File: config.mk
export PLATFORM = sky130hd
export DESIGN_NAME = alu_in_rr_issuer
export DESIGN_NICKNAME = d
export VERILOG_FILES = /design/src/rtl/alu_in_rr_issuer.sv
export SDC_FILE = /design/constraint.sdc
export NUM_CORES = 1
export LEC_CHECK = 0
export CAP_MARGIN = 5
export CORE_ASPECT_RATIO = 1.25
export CORE_UTILIZATION = 25
export CTS_BUF_LIST = sky130_fd_sc_hd__clkbuf_8
export DETAILED_ROUTE_END_ITERATION = 7
export GPL_TIMING_DRIVEN = 1
export PLACE_DENSITY = 0.43
export SYNTH_ARGS = -nofsm -noshare
export SYNTH_HDL_FRONTEND = slang
export SYNTH_SLANG_ARGS = --single-unit
File: constraint.sdc
create_clock -name clk -period 6.5 [get_ports clk]
set_input_delay 0.65 -clock clk [delete_from_list [all_inputs] [get_ports clk]]
set_output_delay 0.65 -clock clk [all_outputs]
set_load 0.1 [all_outputs]
File: src/rtl/alu_in_rr_issuer.sv
`timescale 1ns/1ps
// alu_in_rr_issuer: per-channel request FIFOs feeding one registered
// valid/ready ALU input bus through a round-robin arbiter.
//
// Ports
//   clk, rst          clock; asynchronous active-low reset
//   flush             synchronous clear of FIFOs and output stage
//   ch_valid/ch_ready per-channel push handshake (ready = FIFO not full)
//   ch_op/ch_a/ch_b   packed per-channel request payloads
//   alu_valid/ready   ALU bus handshake
//   alu_op/a/b/ch     registered issued request and its source channel
//   ch_level          packed per-channel FIFO occupancy
//   issue_count       wrapping count of completed ALU handshakes
module alu_in_rr_issuer #(
  parameter int unsigned NUM_CH     = 4,
  parameter int unsigned DATA_WIDTH = 8,
  parameter int unsigned OP_WIDTH   = 3,
  parameter int unsigned FIFO_DEPTH = 4,
  localparam int unsigned CH_W      = $clog2(NUM_CH),
  localparam int unsigned LVL_W     = $clog2(FIFO_DEPTH + 1)
) (
  input  logic                           clk,
  input  logic                           rst,
  input  logic                           flush,
  input  logic [NUM_CH-1:0]              ch_valid,
  output logic [NUM_CH-1:0]              ch_ready,
  input  logic [NUM_CH*OP_WIDTH-1:0]     ch_op,
  input  logic [NUM_CH*DATA_WIDTH-1:0]   ch_a,
  input  logic [NUM_CH*DATA_WIDTH-1:0]   ch_b,
  output logic                           alu_valid,
  input  logic                           alu_ready,
  output logic [OP_WIDTH-1:0]            alu_op,
  output logic [DATA_WIDTH-1:0]          alu_a,
  output logic [DATA_WIDTH-1:0]          alu_b,
  output logic [CH_W-1:0]                alu_ch,
  output logic [NUM_CH*LVL_W-1:0]        ch_level,
  output logic [15:0]                    issue_count
);

  localparam int unsigned PTR_W = $clog2(FIFO_DEPTH);
  localparam int unsigned ENT_W = OP_WIDTH + 2 * DATA_WIDTH;

  logic [NUM_CH-1:0] w_nonempty;
  logic [NUM_CH-1:0] w_push;
  logic [NUM_CH-1:0] w_pop;
  logic [ENT_W-1:0]  w_ch_head [NUM_CH];
  logic [ENT_W-1:0]  w_head;

  logic [CH_W-1:0]   r_last;
  logic [CH_W-1:0]   w_gnt;
  logic [CH_W-1:0]   w_idx;
  logic              w_any;
  logic              w_loadable;
  logic              w_load;

  logic              r_valid;
  logic [OP_WIDTH-1:0]   r_op;
  logic [DATA_WIDTH-1:0] r_a;
  logic [DATA_WIDTH-1:0] r_b;
  logic [CH_W-1:0]       r_ch;
  logic [15:0]           r_issue_count;

  // Output stage accepts a new word when empty or being consumed.
  assign w_loadable = !r_valid || alu_ready;
  assign w_load     = w_loadable && w_any && !flush;

  // Per-channel FIFO
  for (genvar g = 0; g < NUM_CH; g++) begin : g_ch
    logic [ENT_W-1:0] r_mem [FIFO_DEPTH];
    logic [PTR_W-1:0] r_wptr;
    logic [PTR_W-1:0] r_rptr;
    logic [LVL_W-1:0] r_level;
    logic [ENT_W-1:0] w_wdata;

    assign w_wdata = {ch_op[g*OP_WIDTH +: OP_WIDTH],
                      ch_a[g*DATA_WIDTH +: DATA_WIDTH],
                      ch_b[g*DATA_WIDTH +: DATA_WIDTH]};

    // Ready depends only on the registered level, never on ch_valid.
    assign ch_ready[g]   = (r_level != LVL_W'(FIFO_DEPTH));
    assign w_nonempty[g] = (r_level != '0);
    assign w_push[g]     = ch_valid[g] && ch_ready[g] && !flush;
    assign w_pop[g]      = w_load && (w_gnt == CH_W'(g));
    assign w_ch_head[g]  = r_mem[r_rptr];
    assign ch_level[g*LVL_W +: LVL_W] = r_level;

    // Storage is not reset; pointers and level define validity.
    always_ff @(posedge clk) begin
      if (w_push[g]) begin
        r_mem[r_wptr] <= w_wdata;
      end
    end

    // Pointers and occupancy
    always_ff @(posedge clk or negedge rst) begin
      if (!rst) begin
        r_wptr  <= '0;
        r_rptr  <= '0;
        r_level <= '0;
      end else if (flush) begin
        r_wptr  <= '0;
        r_rptr  <= '0;
        r_level <= '0;
      end else begin
        if (w_push[g]) begin
          r_wptr <= r_wptr + PTR_W'(1);
        end
        if (w_pop[g]) begin
          r_rptr <= r_rptr + PTR_W'(1);
        end
        r_level <= r_level + LVL_W'(w_push[g]) - LVL_W'(w_pop[g]);
      end
    end
  end

  // Round-robin search starting one past the last granted channel.
  always_comb begin
    w_any = 1'b0;
    w_gnt = '0;
    w_idx = '0;
    for (int unsigned k = 1; k <= NUM_CH; k++) begin
      w_idx = CH_W'((32'(r_last) + 32'(k)) % NUM_CH);
      if (!w_any && w_nonempty[w_idx]) begin
        w_any = 1'b1;
        w_gnt = w_idx;
      end
    end
  end

  assign w_head = w_ch_head[w_gnt];

  // Output register and arbitration history
  always_ff @(posedge clk or negedge rst) begin
    if (!rst) begin
      r_valid <= 1'b0;
      r_op    <= '0;
      r_a     <= '0;
      r_b     <= '0;
      r_ch    <= '0;
      r_last  <= CH_W'(NUM_CH - 1);
    end else if (flush) begin
      r_valid <= 1'b0;
    end else if (w_loadable) begin
      if (w_any) begin
        {r_op, r_a, r_b} <= w_head;
        r_ch    <= w_gnt;
        r_last  <= w_gnt;
        r_valid <= 1'b1;
      end else begin
        r_valid <= 1'b0;
      end
    end
  end

  // Completed handshakes; a handshake in a flush cycle is not counted.
  always_ff @(posedge clk or negedge rst) begin
    if (!rst) begin
      r_issue_count <= '0;
    end else if (!flush && r_valid && alu_ready) begin
      r_issue_count <= r_issue_count + 16'd1;
    end
  end

  assign alu_valid   = r_valid;
  assign alu_op      = r_op;
  assign alu_a       = r_a;
  assign alu_b       = r_b;
  assign alu_ch      = r_ch;
  assign issue_count = r_issue_count;

endmodule

=== Yosys cells after proc, flatten, opt, wreduce, memory -nomap -nowiden ===
Memories as Yosys holds them, arrays and structs flattened.
Index checks and enable logic that the tools add are counted.

* Register bits after elaboration: 68
* RAM bits: 304
* Bits in latches: 0
* Logic and storage cells: 148
* Output and inout port bits: 54
* Memories kept: 4
* ROM bits: 0

{| class="wikitable"
|+ Memory list
! name !! words !! width !! rd ports !! clocked after memory_dff !! write ports !! line !! text
|-
| g_ch[0].r_mem || 4 || 19 || 1 || 0 || 1 || 69 || <nowiki>logic [ENT_W-1:0] r_mem [FIFO_DEPTH];</nowiki>
|-
| g_ch[1].r_mem || 4 || 19 || 1 || 0 || 1 || 69 ||
|-
| g_ch[2].r_mem || 4 || 19 || 1 || 0 || 1 || 69 ||
|-
| g_ch[3].r_mem || 4 || 19 || 1 || 0 || 1 || 69 ||
|}

* $add $sub $neg: 21
* Multipliers: 0
* Bitwise logic cells: 2
* Shifts and indexed selects: 0
* Eq/ne operators: 7
* $lt $le $gt $ge: 5
* Divide/modulo/power cells: 0
* Reductions and logical operators: 40
* Mux-type cells: 50

{| class="wikitable"
|+ Operators by type and width
! kind !! number
|-
| two-way mux 2 bit || 20
|-
| binary-select mux 19 bit (select 2 bit) || 1
|-
| two-way mux 19 bit || 2
|-
| adder 2 x 1 -> 2 bit (second input constant) || 10
|-
| logical AND 1 bit || 19
|-
| two-way mux 1 bit || 19
|-
| nonzero test 2 bit || 9
|-
| adder 16 x 1 -> 16 bit (second input constant) || 1
|-
| adder 3 x 1 -> 3 bit || 4
|-
| < comparator 2 x 3 -> 1 bit (second input constant) || 4
|-
| two-way mux 3 bit || 4
|-
| != test 3 bit (second input constant) || 4
|-
| nonzero test 3 bit || 4
|-
| subtractor 3 x 1 -> 3 bit || 4
|-
| binary-select mux 1 bit (select 2 bit) || 4
|-
| logical NOT 1 bit || 5
|-
| adder 2 bit (second input constant) || 2
|-
| equality test 2 bit (second input constant) || 2
|-
| >= comparator 3 bit (second input constant) || 1
|-
| NOT 2 -> 3 bit || 1
|-
| AND reduction 3 bit || 1
|-
| equality test 2 x 1 -> 1 bit (second input constant) || 1
|-
| logical NOT 2 bit || 1
|-
| logical OR 1 bit || 1
|-
| NOT 1 bit || 1
|}

=== Depth between registers and ports, before layout ===
Gate-level depths: netlist of the first run.

* Word-level depth: 18
* Gate-level depth with buffers: 13

=== Least setup slack after synthesis of the first run ===
Ideal clock, no wire load.

* Path kind: register -> register
* Start point: reg g_ch[3].r_level[1]
* End point: reg g_ch[2].r_level[2]
* Cell stages (with the launch flop): 14
* Data arrival time: 3.392 ns
* Setup slack: 2.976 ns
* Path buffers: 2
* Setup time: 0.132 ns
* Cell sequence: dfrtp_1 > or3_4 > a22o_1 > or3_1 > buf_6 > buf_6 > nor2_2 > ha_1 > inv_1 > ha_1 > inv_1 > fa_1 > xnor2_1 > nor2_1

* Longest elaborated chain between the ends: 18
* Elaborated cells on any way between the ends: 29

{| class="wikitable"
|+ Ends and longest elaborated chain
! item !! line !! text
|-
| start: declaration || 72 || <nowiki>logic [LVL_W-1:0] r_level;</nowiki>
|-
| start signal: assignment || 111 || <nowiki>r_level <= r_level + LVL_W'(w_push[g]) - LVL_W'(w_pop[g]);</nowiki>
|-
| nonzero test 3 bit * || 81 || <nowiki>assign w_nonempty[g] = (r_level != '0);</nowiki>
|-
| binary-select mux 1 bit (select 2 bit) || 123 || <nowiki>if (!w_any && w_nonempty[w_idx]) begin</nowiki>
|-
| two-way mux 1 bit (not written as such) || 123 ||
|-
| two-way mux 1 bit || 123 ||
|-
| logical NOT 1 bit || 123 ||
|-
| logical AND 1 bit || 123 ||
|-
| two-way mux 1 bit || 123 ||
|-
| logical NOT 1 bit || 123 ||
|-
| logical AND 1 bit || 123 ||
|-
| two-way mux 1 bit || 123 ||
|-
| logical NOT 1 bit || 123 ||
|-
| logical AND 1 bit || 123 ||
|-
| two-way mux 1 bit || 123 ||
|-
| logical AND 1 bit (2 in a row) || 65 || <nowiki>assign w_load = w_loadable && w_any && !flush;</nowiki>
|-
| logical AND 1 bit * || 83 || <nowiki>assign w_pop[g] = w_load && (w_gnt == CH_W'(g));</nowiki>
|-
| subtractor 3 x 1 -> 3 bit * || 111 ||
|-
| two-way mux 3 bit * || 100 || <nowiki>end else if (flush) begin</nowiki>
|-
| end signal: assignment || 111 ||
|-
| end: declaration || 72 ||
|}

Mark *: on every way between the ends. The rest lies on a longest branch, timed or not. The select of a mux whose other input is x is not followed.
A chain may end at the register's enable or synchronous reset.

=== Worst setup path after layout of the first run ===
* Start point: reg g_ch[3].r_level[1]
* End point: reg g_ch[3].r_level[2]

* Longest elaborated chain between the ends: 18
* Elaborated cells on any way between the ends: 33

{| class="wikitable"
|+ Ends and longest elaborated chain
! item !! line
|-
| nonzero test 3 bit || 81
|-
| binary-select mux 1 bit (select 2 bit) || 123
|-
| two-way mux 1 bit (not written as such) || 123
|-
| two-way mux 1 bit || 123
|-
| logical NOT 1 bit || 123
|-
| logical AND 1 bit || 123
|-
| two-way mux 1 bit || 123
|-
| logical NOT 1 bit || 123
|-
| logical AND 1 bit || 123
|-
| two-way mux 1 bit || 123
|-
| logical NOT 1 bit || 123
|-
| logical AND 1 bit || 123
|-
| two-way mux 1 bit || 123
|-
| logical AND 1 bit (2 in a row) || 65
|-
| logical AND 1 bit || 83
|-
| subtractor 3 x 1 -> 3 bit * || 111
|-
| two-way mux 3 bit * || 100
|}

Marked as above.

==> run metrics, run 1 <==
DR iter-0 viols=between 300 and 400; Core ar.=just under 60000 sq um; detailed placement HPWL=24.0 mm; Leak=0.00637 uW; max frequency=approximately 230 MHz; Final WS setup=2.15 ns; layout net count=around 1.1k; largest cells by area after synthesis=edfxtp_1, mux4_2, dfrtp_1; Tmin final=approximately 4.3 ns; die area=60300 sq um; htree depth=2; clock network power share=0.250; Yosys top cell area share=0.615; overall die height=274 um; most frequent cell after synthesis=edfxtp_1; die width=220 um; Commonest cells post-synth=edfxtp_1, mux4_2, dfrtp_1; Post-synth EDFFs=~300; Syn Nets=892; Max Cap Viol=0; initial core utilization=0.254; clk buf depth=3; max-slew violations=0; sequential area share after synthesis=0.730; Worst Tran Pin Value=between 1 and 1.5 ns; Crit path buffers/inverters=2; Synth Instances=a little under 800; Combinational Power Share=0.366; async set or reset register ratio after synthesis=0.183; max_slew headroom=0.265; clk slew on worst S/H paths=0.06 ns; CP top delay family=simple AND/OR/NAND/NOR gates; P_int=4900 uW; fraction of layout cells with a size suffix above 1=0.187; # hold bufs at CTS=0; Yosys cell types=44; DRC violations left=12; Setup CP Type=flip-flop to flip-flop; final hold violation count=0; number of gates resized after CTS=0; aggregate negative setup slack=0 ns; cell type with the largest total area after synthesis=edfxtp_1; Post-Route WL=roughly 35 mm; CP endpoint kind=flip-flop; Max VDD drop=~0.36 mV; first-pass GRT wire length=between 50 and 60 mm; worst clock skew=0.0389 ns; violated checks=DRC; postcts setup bufs=0; Root Buffer=clkbuf_8; crit path DAT=a little under 5 ns; vias per cell=around 4.3; cells along the critical path=or3_4 > nor4_1 > or3_1 > or3_1 > nor2_1 > ha_1 > inv_1 > ha_1 > inv_1 > fa_1 > xnor2_1 > nor2_1; CTS tree=done; number of iterations in the first detailed-routing pass=8; crit start category=flip-flop; Vias=~7.6k; NetSw=3070 uW; Syn. warnings=0; Mean Syn Cell Area=about 19 sq um; worst stage delay on the critical path=0.91 ns; initial antenna violation count=2; grt ovf=0; Sequential Power Share=0.384; status=finished, violations left; top_reg_cell synth=edfxtp_1; Hold Crit Class=input pin to asynchronous set/reset pin; Post-Place Worst Slack=1.89 ns; Rows=99; Worst EP required=approximately 7 ns; post-route ant nets=0; number of buffers added on ports=roughly 140; I/O pin total=138; Mapped Area=14800 sq um; largest net degree at the start of global routing=69; # fillers=5773; fin util=0.314; pwr/cell area=434 nW/um^2; total track usage=0.119; CP Max Fanout=27; area delta synth->final=23.8%; wire per inst=19.9 um; routability congestion estimate=0.757; crit share post-route=0.669; vias in the first global route=8069; CP max-delay cell=or3_1; Synth Register Bits=372; clock sink count=372; sw frac=0.385; clock latency on the worst-skew pair=around 0.63 ns; Setup Viol. Count Final=0; CTS Buf Count=60; RSZ-0062 raised after global routing=false
## per-stage QoR
stage	power, uW	hold WS (ns)	instances	instance area (sq um)
after global placement	6090	0.461	1662	17200
after floorplan	5240	0.354	779	14800
after detailed placement	6110	0.466	1662	17200
after global routing	8410	0.228	1774	18400
final	7980	0.185	1774	18400
after CTS	8160	0.171	1773	18400
## state kept, by name, summed over array words and instances (netlist names)
name and cells:
g_ch.r_mem 304, issue_count 16, g_ch.r_rptr 8, g_ch.r_level 12, r_last 2, alu_a 8
alu_ch 2, alu_b 8, alu_valid 1, g_ch.r_wptr 8, alu_op 3
## cells in the final DEF (no fill, tap or decap), types with 2 or more instances in the layout
cell,count
mux2i_1,41
a211oi_2,2
nand2_1,45
nand3_1,12
dfstp_2,2
nor3_1,4
ha_1,25
clkinv_1,9
o21ai_0,5
xnor2_1,19
or3_1,6
clkbuf_8,68
o221ai_1,19
and2_1,16
bufinv_16,3
nor2_1,31
buf_4,22
clkinv_2,6
xor2_1,8
nor2b_1,7
inv_1,48
a21oi_1,9
clkdlybuf4s50_1,136
dfrtp_1,66
fa_1,4
or3_4,2
edfxtp_1,304
mux4_2,76
## final cells by class
| type | count | area (sq um) | share of cell area |
|---|---|---|---|
| tap | 757 | 947 | 0.0515 |
| clock inverter | 43 | 273 | 0.0148 |
| sequential | 372 | 10800 | 0.590 |
| multi-input combinational | 350 | 3760 | 0.205 |
| antenna | 1 | 2.50 | 0.000136 |
| inverter | 25 | 93.8 | 0.00511 |
| timing repair buffer | 158 | 1530 | 0.0831 |
| clock buffer | 68 | 936 | 0.0509 |
## kinds of logic after synthesis
logic type,synth area share
AND/OR/NAND/NOR,0.0432
AO/OA/AOI/OAI,0.0239
buffers and inverters,0.0167
flip-flops,0.730
adder cells (fa/ha/maj),0.0265
XOR/XNOR,0.0159
multiplexers,0.144
## worst paths after layout
path / from / endpoint / slack [ns] / cells after the start
min in group clk: issue_count[15]$_DFFE_PN0P_ / issue_count[15]$_DFFE_PN0P_ / 0.47 / 1
worst max register to register: g_ch[3].r_level[1]$_DFF_PN0_ / g_ch[3].r_level[2]$_DFF_PN0_ / 2.15 / 12
worst min register to register: issue_count[15]$_DFFE_PN0P_ / issue_count[15]$_DFFE_PN0P_ / 0.47 / 1
worst max-delay path: g_ch[3].r_level[1]$_DFF_PN0_ / g_ch[3].r_level[2]$_DFF_PN0_ / 2.15 / 12
worst min-delay path: rst / g_ch[2].r_level[1]$_DFF_PN0_ / 0.18 / 1
max in group asynchronous: rst / alu_a[7]$_DFFE_PN0P_ / 5.69 / 1
## metal layers
metal / routed length [um] / vias up / global-route usage
li1: - / 3445 / -
met1: 15400 / 3942 / 0.154
met2: 17300 / 185 / 0.197
met3: 1770 / 56 / 0.0252
met4: 811 / 2 / 0.0377
met5: 11 / - / 0
## power groups by stage
stage	registers (uW)	clock network [uW]	logic, uW
2_1_floorplan	3760	0	1480
3_3_place_gp	3110	0	2970
3_5_place_dp	3120	0	2990
4_1_cts	3070	2090	2990
6_report	3060	1990	2920
5_1_grt	3100	2180	3140
No activity file was read; power rests on OpenSTA's default activity.
==> inputs of run 2 (changes only) <==
==> constraint.sdc (replaced) <==
create_clock -name clk -period 4.4 [get_ports clk]
set_input_delay 0.44 -clock clk [delete_from_list [all_inputs] [get_ports clk]]
set_output_delay 0.44 -clock clk [all_outputs]
set_load 0.1 [all_outputs]
==> run metrics, run 2 (synthesis gave the netlist of run 1 again) <==
initial antenna violation count=2; max frequency=302 MHz; wire per inst=19.8 um; max-slew violations=0; vias in the first global route=8199; Reg with most FFs=g_ch.r_mem; die width=220 um; routability congestion estimate=around 0.73; Rows=99; fraction of layout cells with a size suffix above 1=0.186; Overall Power=approximately 12000 uW; max FFs per register=304; worst clock skew=0.0297 ns; DRC violations left=12; Final WS setup=1.09 ns; CP top delay family=simple AND/OR/NAND/NOR gates; total track usage=0.119; RSZ-0062 raised after global routing=false; cells along the critical path=or3_4 > nor4_1 > or3_1 > buf_4 > or3_1 > nor2_1 > ha_1 > inv_1 > ha_1 > inv_1 > fa_1 > xnor2_1 > nor2_1; post-route ant nets=0; Setup Viol. Count Final=0; die area=60300 sq um; vias per cell=between 4 and 5; CTS tree=done; aggregate negative setup slack=0 ns; number of buffers added on ports=137; highest-count cells in the layout ignoring fill and taps=edfxtp_1, clkdlybuf4s50_1, mux4_2; Combinational Power Share=0.377; crit share post-route=0.753; violated checks=DRC; Sequential Power Share=0.387; CP max-delay cell=dfrtp_1; DR iter-0 viols=373; Worst Tran Pin Value=about 1.1 ns; reg2reg end=g_ch[3].r_level[2]$_DFF_PN0_; overall die height=~270 um; NetSw=about 4500 uW; initial core utilization=0.254; worst r2r src=g_ch[0].r_level[1]$_DFF_PN0_; Setup CP Type=flip-flop to flip-flop; worst stage delay on the critical path=approximately 0.45 ns; worst r2r path cells=13; CP endpoint kind=flip-flop; crit start category=flip-flop; P_int=7080 uW; Crit path depth=13; crit path DAT=between 3 and 4 ns; Root Buffer=clkbuf_8; Core ar.=58500 sq um; Post-Route WL=35.2 mm; detailed placement HPWL=between 20 and 25 mm; clock sink count=372; clk buf depth=3; Critical Path End=g_ch[3].r_level[2]$_DFF_PN0_; CP Max Fanout=21; Tmin final=3.31 ns; CTS Buf Count=60; htree depth=2; number of iterations in the first detailed-routing pass=6; area delta synth->final=23.5%; final hold violation count=0; postcts setup bufs=0; sw frac=0.391; layout net count=1088; Leak=0.00634 uW; max_slew headroom=0.283; flop2flop setup slack=1.09 ns; largest net degree at the start of global routing=69; Max Cap Viol=0; Post-Place Worst Slack=~1 ns; Max VDD drop=around 0.41 mV; most common cell after layout, fill and taps aside=edfxtp_1; Hold Crit Class=input pin to flip-flop; status=finished, violations left; clk slew on worst S/H paths=0.06 ns; clock network power share=0.236; clock latency on the worst-skew pair=roughly 0.63 ns; Setup crit start=g_ch[0].r_level[1]$_DFF_PN0_; first-pass GRT wire length=52.8 mm; I/O pin total=138; Worst EP required=4.88 ns; hold_ws=0.437 ns; pwr/cell area=between 600 and 700 nW/um^2; Crit path buffers/inverters=3; Vias=7627; grt ovf=0
run 2: cell count changes in the layout (fill, tap and decap cells not counted), moves of 2 or more:
| cell | change |
|---|---|
| clkbuf_8 | -4 |
| buf_4 | +7 |
| bufinv_16 | -2 |
| clkinv_2 | -2 |
| clkinv_1 | +2 |
run 2: power by group through the flow:
stage               Combinational, uW  Sequential (uW)  Clock (uW)
finish                           4380             4500        2740
global route                     4670             4550        3000
CTS                              4490             4520        2870
detailed placement               4480             4580           0
global placement                 4450             4580           0
floorplan                        2190             5550           0
run 2: what timing repair did:
action | in CTS | in global routing
gates resized for setup | 0 | 0
setup endpoints to repair | 0 | 0
hold endpoints to repair | 56 | 0
hold buffers | 1 | 0
run 2: how the worst min path moves through the flow:
stage | startpoint | to | slack (ns) | cells after the start
after global routing | ch_op[2] | g_ch[0].r_mem[1][18]$_DFFE_PP_ | 0.42 | 1
after detailed placement | issue_count[15]$_DFFE_PN0P_ | issue_count[15]$_DFFE_PN0P_ | 0.48 | 1
after CTS | ch_valid[1] | g_ch[1].r_wptr[1]$_DFFE_PN0P_ | 0.37 | 3
after global placement | issue_count[15]$_DFFE_PN0P_ | issue_count[15]$_DFFE_PN0P_ | 0.47 | 1
final | ch_valid[1] | g_ch[1].r_wptr[1]$_DFFE_PN0P_ | 0.44 | 3
after floorplan | rst | alu_a[0]$_DFFE_PN0P_ | 0.14 | 0
run 2: per-layer routing:
metal  vias up  share of wire  global-route usage  wire, um
li1       3446              -                   -         -
met1      3949           0.43               0.153     15300
met2       170           0.49               0.194     17100
met3        60          0.054              0.0283      1920
met4         2          0.025              0.0419       891
met5         -        0.00037                   0        13
run 2: cell type report:
class                           instances  area (sq um)
Clock buffer                           64           881
Antenna cell                            1          2.50
Tap cell                              757           947
Clock inverter                         42           210
Fill cell                            5765         40100
Timing Repair Buffer                  166          1590
Inverter                               25          93.8
Sequential cell                       372         10800
Multi-Input combinational cell        350          3760
run 2: worst register-to-register path: stages (launching register included):
cell and delay [ns]:
dfrtp_1 0.45, or3_4 0.45, nor4_1 0.45, or3_1 0.17
buf_4 0.27, or3_1 0.22, nor2_1 0.09, ha_1 0.28
inv_1 0.06, ha_1 0.13, inv_1 0.05, fa_1 0.38
xnor2_1 0.16, nor2_1 0.05
run 2: metrics by stage:
| step | std cells | util | instance area [sq um] |
|---|---|---|---|
| 2_1_floorplan | 779 | - | 14800 |
| 3_3_place_gp | 1669 | 0.294 | 17200 |
| 3_5_place_dp | 1669 | 0.294 | 17200 |
| 4_1_cts | 1776 | 0.313 | 18300 |
| 5_1_grt | 1777 | 0.313 | 18300 |
| 6_report | 1777 | 0.313 | 18300 |
==> inputs of run 3 (changes only) <==
--- a/config.mk
+++ b/config.mk
@@ -11,7 +11,7 @@
 export CTS_BUF_LIST = sky130_fd_sc_hd__clkbuf_8
 export DETAILED_ROUTE_END_ITERATION = 7
 export GPL_TIMING_DRIVEN = 1
-export PLACE_DENSITY = 0.43
+export PLACE_DENSITY = 0.45
 export SYNTH_ARGS = -nofsm -noshare
 export SYNTH_HDL_FRONTEND = slang
 export SYNTH_SLANG_ARGS = --single-unit
==> constraint.sdc (replaced) <==
create_clock -name clk -period 3 [get_ports clk]
set_input_delay 0.3 -clock clk [delete_from_list [all_inputs] [get_ports clk]]
set_output_delay 0.3 -clock clk [all_outputs]
set_load 0.1 [all_outputs]
==> run metrics, run 3 (synthesis gave the netlist of run 1 again) <==
hold_ws=between 0.2 and 0.3 ns; DR iter-0 viols=289; post-route cell area=approximately 19000 sq um; # fillers=5751; Worst EP required=3.47 ns; I/O pin total=138; Worst Tran Pin Value=1.01 ns; htree depth=3; Post-Route WL=35.5 mm; area of the multi-input gates=3830 sq um; Core ar.=58500 sq um; CTS Buf Count=67; Overall Power=around 18000 uW; max_slew headroom=0.327; max-slew violations=0; status=finished, violations left; worst r2r src=g_ch[3].r_level[2]$_DFF_PN0_; max FFs per register=304; Setup Viol. Count Final=0; Vias=7738; Max VDD drop=about 0.56 mV; Hold Crit Endpoint=g_ch[3].r_wptr[1]$_DFFE_PN0P_; clock latency on the worst-skew pair=0.62 ns; Root Buffer=clkbuf_8; fraction of layout cells with a size suffix above 1=0.285; Leak=about 0.0066 uW; grt ovf=0; Hold Crit Class=input pin to flip-flop; die area=60300 sq um; worst clock skew=about 0.031 ns; Register Area=10900 sq um; worst r2r path cells=12; clock sink count=372; violated checks=DRC; max frequency=352 MHz; total track usage=0.121; detailed placement HPWL=24.1 mm; largest net degree at the start of global routing=69; aggregate negative setup slack=0 ns; placed inst area=17300 sq um; crit path DAT=about 3.3 ns; highest-count cells in the layout ignoring fill and taps=edfxtp_1, buf_4, clkdlybuf4s50_1; area delta synth->final=25.5%; Reg with most FFs=g_ch.r_mem; vias per cell=between 4 and 5; number of buffers added on ports=137; clk buf depth=3; initial core utilization=0.254; Setup CP Type=flip-flop to flip-flop; post-route ant nets=0; depth of the worst hold-timing path=3; die width=~220 um; crit start category=flip-flop; CTS tree=done; hold_sp=ch_valid[3]; CP Max Fanout=4; postcts setup bufs=0; wire per inst=19.6 um; routability congestion estimate=0.741; overall die height=around 270 um; layout net count=around 1.1k; Tmin final=2.84 ns; reg2reg end=g_ch[1].r_level[1]$_DFF_PN0_; number of iterations in the first detailed-routing pass=6; Max Cap Viol=0; Rows=between 90 and 100; final hold violation count=0; clk slew on worst S/H paths=0.05 ns; most common cell after layout, fill and taps aside=edfxtp_1; pwr/cell area=958 nW/um^2; flop2flop setup slack=0.16 ns; initial antenna violation count=5; vias in the first global route=8367; DRC violations left=12; first-pass GRT wire length=53.3 mm; RSZ-0062 raised after global routing=false; fin util=0.318; CP endpoint kind=flip-flop; crit share post-route=0.947
==> run 3: changes by cell type in the layout (fill, tap and decap cells not counted), moves of 3 or more <==
cell / delta
buf_4: +73
clkbuf_8: +9
clkdlybuf4s50_1: -54
clkinv_1: +6
dfrtp_1: -12
dfrtp_2: +3
dfrtp_4: +9
fa_1: -3
fa_2: +3
inv_1: -5
nor2_1: -3
or3_4: +3
==> run 3: what timing repair did <==
item	in CTS	in global routing
gates resized for setup	0	6
endpoints found under the hold margin	66	0
hold buffers	1	0
setup endpoints to repair	0	6
==> run 3: per-layer routing <==
layer  vias up  track usage  part of all wire
li1       3500            -                 -
met1      4005        0.150              0.43
met2       161        0.195              0.49
met3        62       0.0336             0.054
met4        10       0.0534             0.026
met5         -            0            0.0013
==> run 3: where the power goes <==
group          switching (uW)  internal (uW)  leakage, uW
clock network            2120           2430     0.000711
logic                    4420           2310      0.00224
registers                 364           6190      0.00362
==> run 3: worst max path at each step <==
stage / from / endpoint / slack [ns]
detailed placement: alu_ready / g_ch[3].r_level[2]$_DFF_PN0_ / 0.05
CTS: g_ch[0].r_level[2]$_DFF_PN0_ / g_ch[3].r_level[2]$_DFF_PN0_ / 0.06
global route: g_ch[2].r_level[0]$_DFF_PN0_ / g_ch[2].r_level[1]$_DFF_PN0_ / 0.04
global placement: alu_ready / g_ch[3].r_level[2]$_DFF_PN0_ / 0.05
finish: g_ch[3].r_level[2]$_DFF_PN0_ / g_ch[1].r_level[1]$_DFF_PN0_ / 0.16
floorplan: g_ch[1].r_level[1]$_DFF_PN0_ / g_ch[2].r_level[1]$_DFF_PN0_ / -0.13
==> run 3: worst max-delay path: stages (launching register included) <==
cell and delay [ns]:
dfrtp_4 0.47, or3_4 0.42, a211o_1 0.29, o21ai_1 0.11, buf_4 0.15, o21ai_2 0.07, nor2_2 0.16, ha_1 0.23
inv_1 0.06, ha_1 0.14, inv_1 0.05, fa_2 0.51, nor2_1 0.04
==> run 3: layout make-up <==
type / count / area share
flip-flops and latches: 372 / 0.584
clock buffers: 73 / 0.0540
well taps: 757 / 0.0509
diodes: 1 / 0.000134
multi-input cells: 350 / 0.206
repair buffers: 185 / 0.0858
inverters: 25 / 0.00504
clock inverters: 47 / 0.0149
==> run 3: through the flow <==
| step | setup WS (ns) | cells |
|---|---|---|
| after global routing | 0.0398 | 1809 |
| after floorplan | -0.126 | 779 |
| after CTS | 0.0579 | 1809 |
| after detailed placement | 0.0462 | 1688 |
| final | 0.159 | 1810 |
| after global placement | 0.0515 | 1688 |
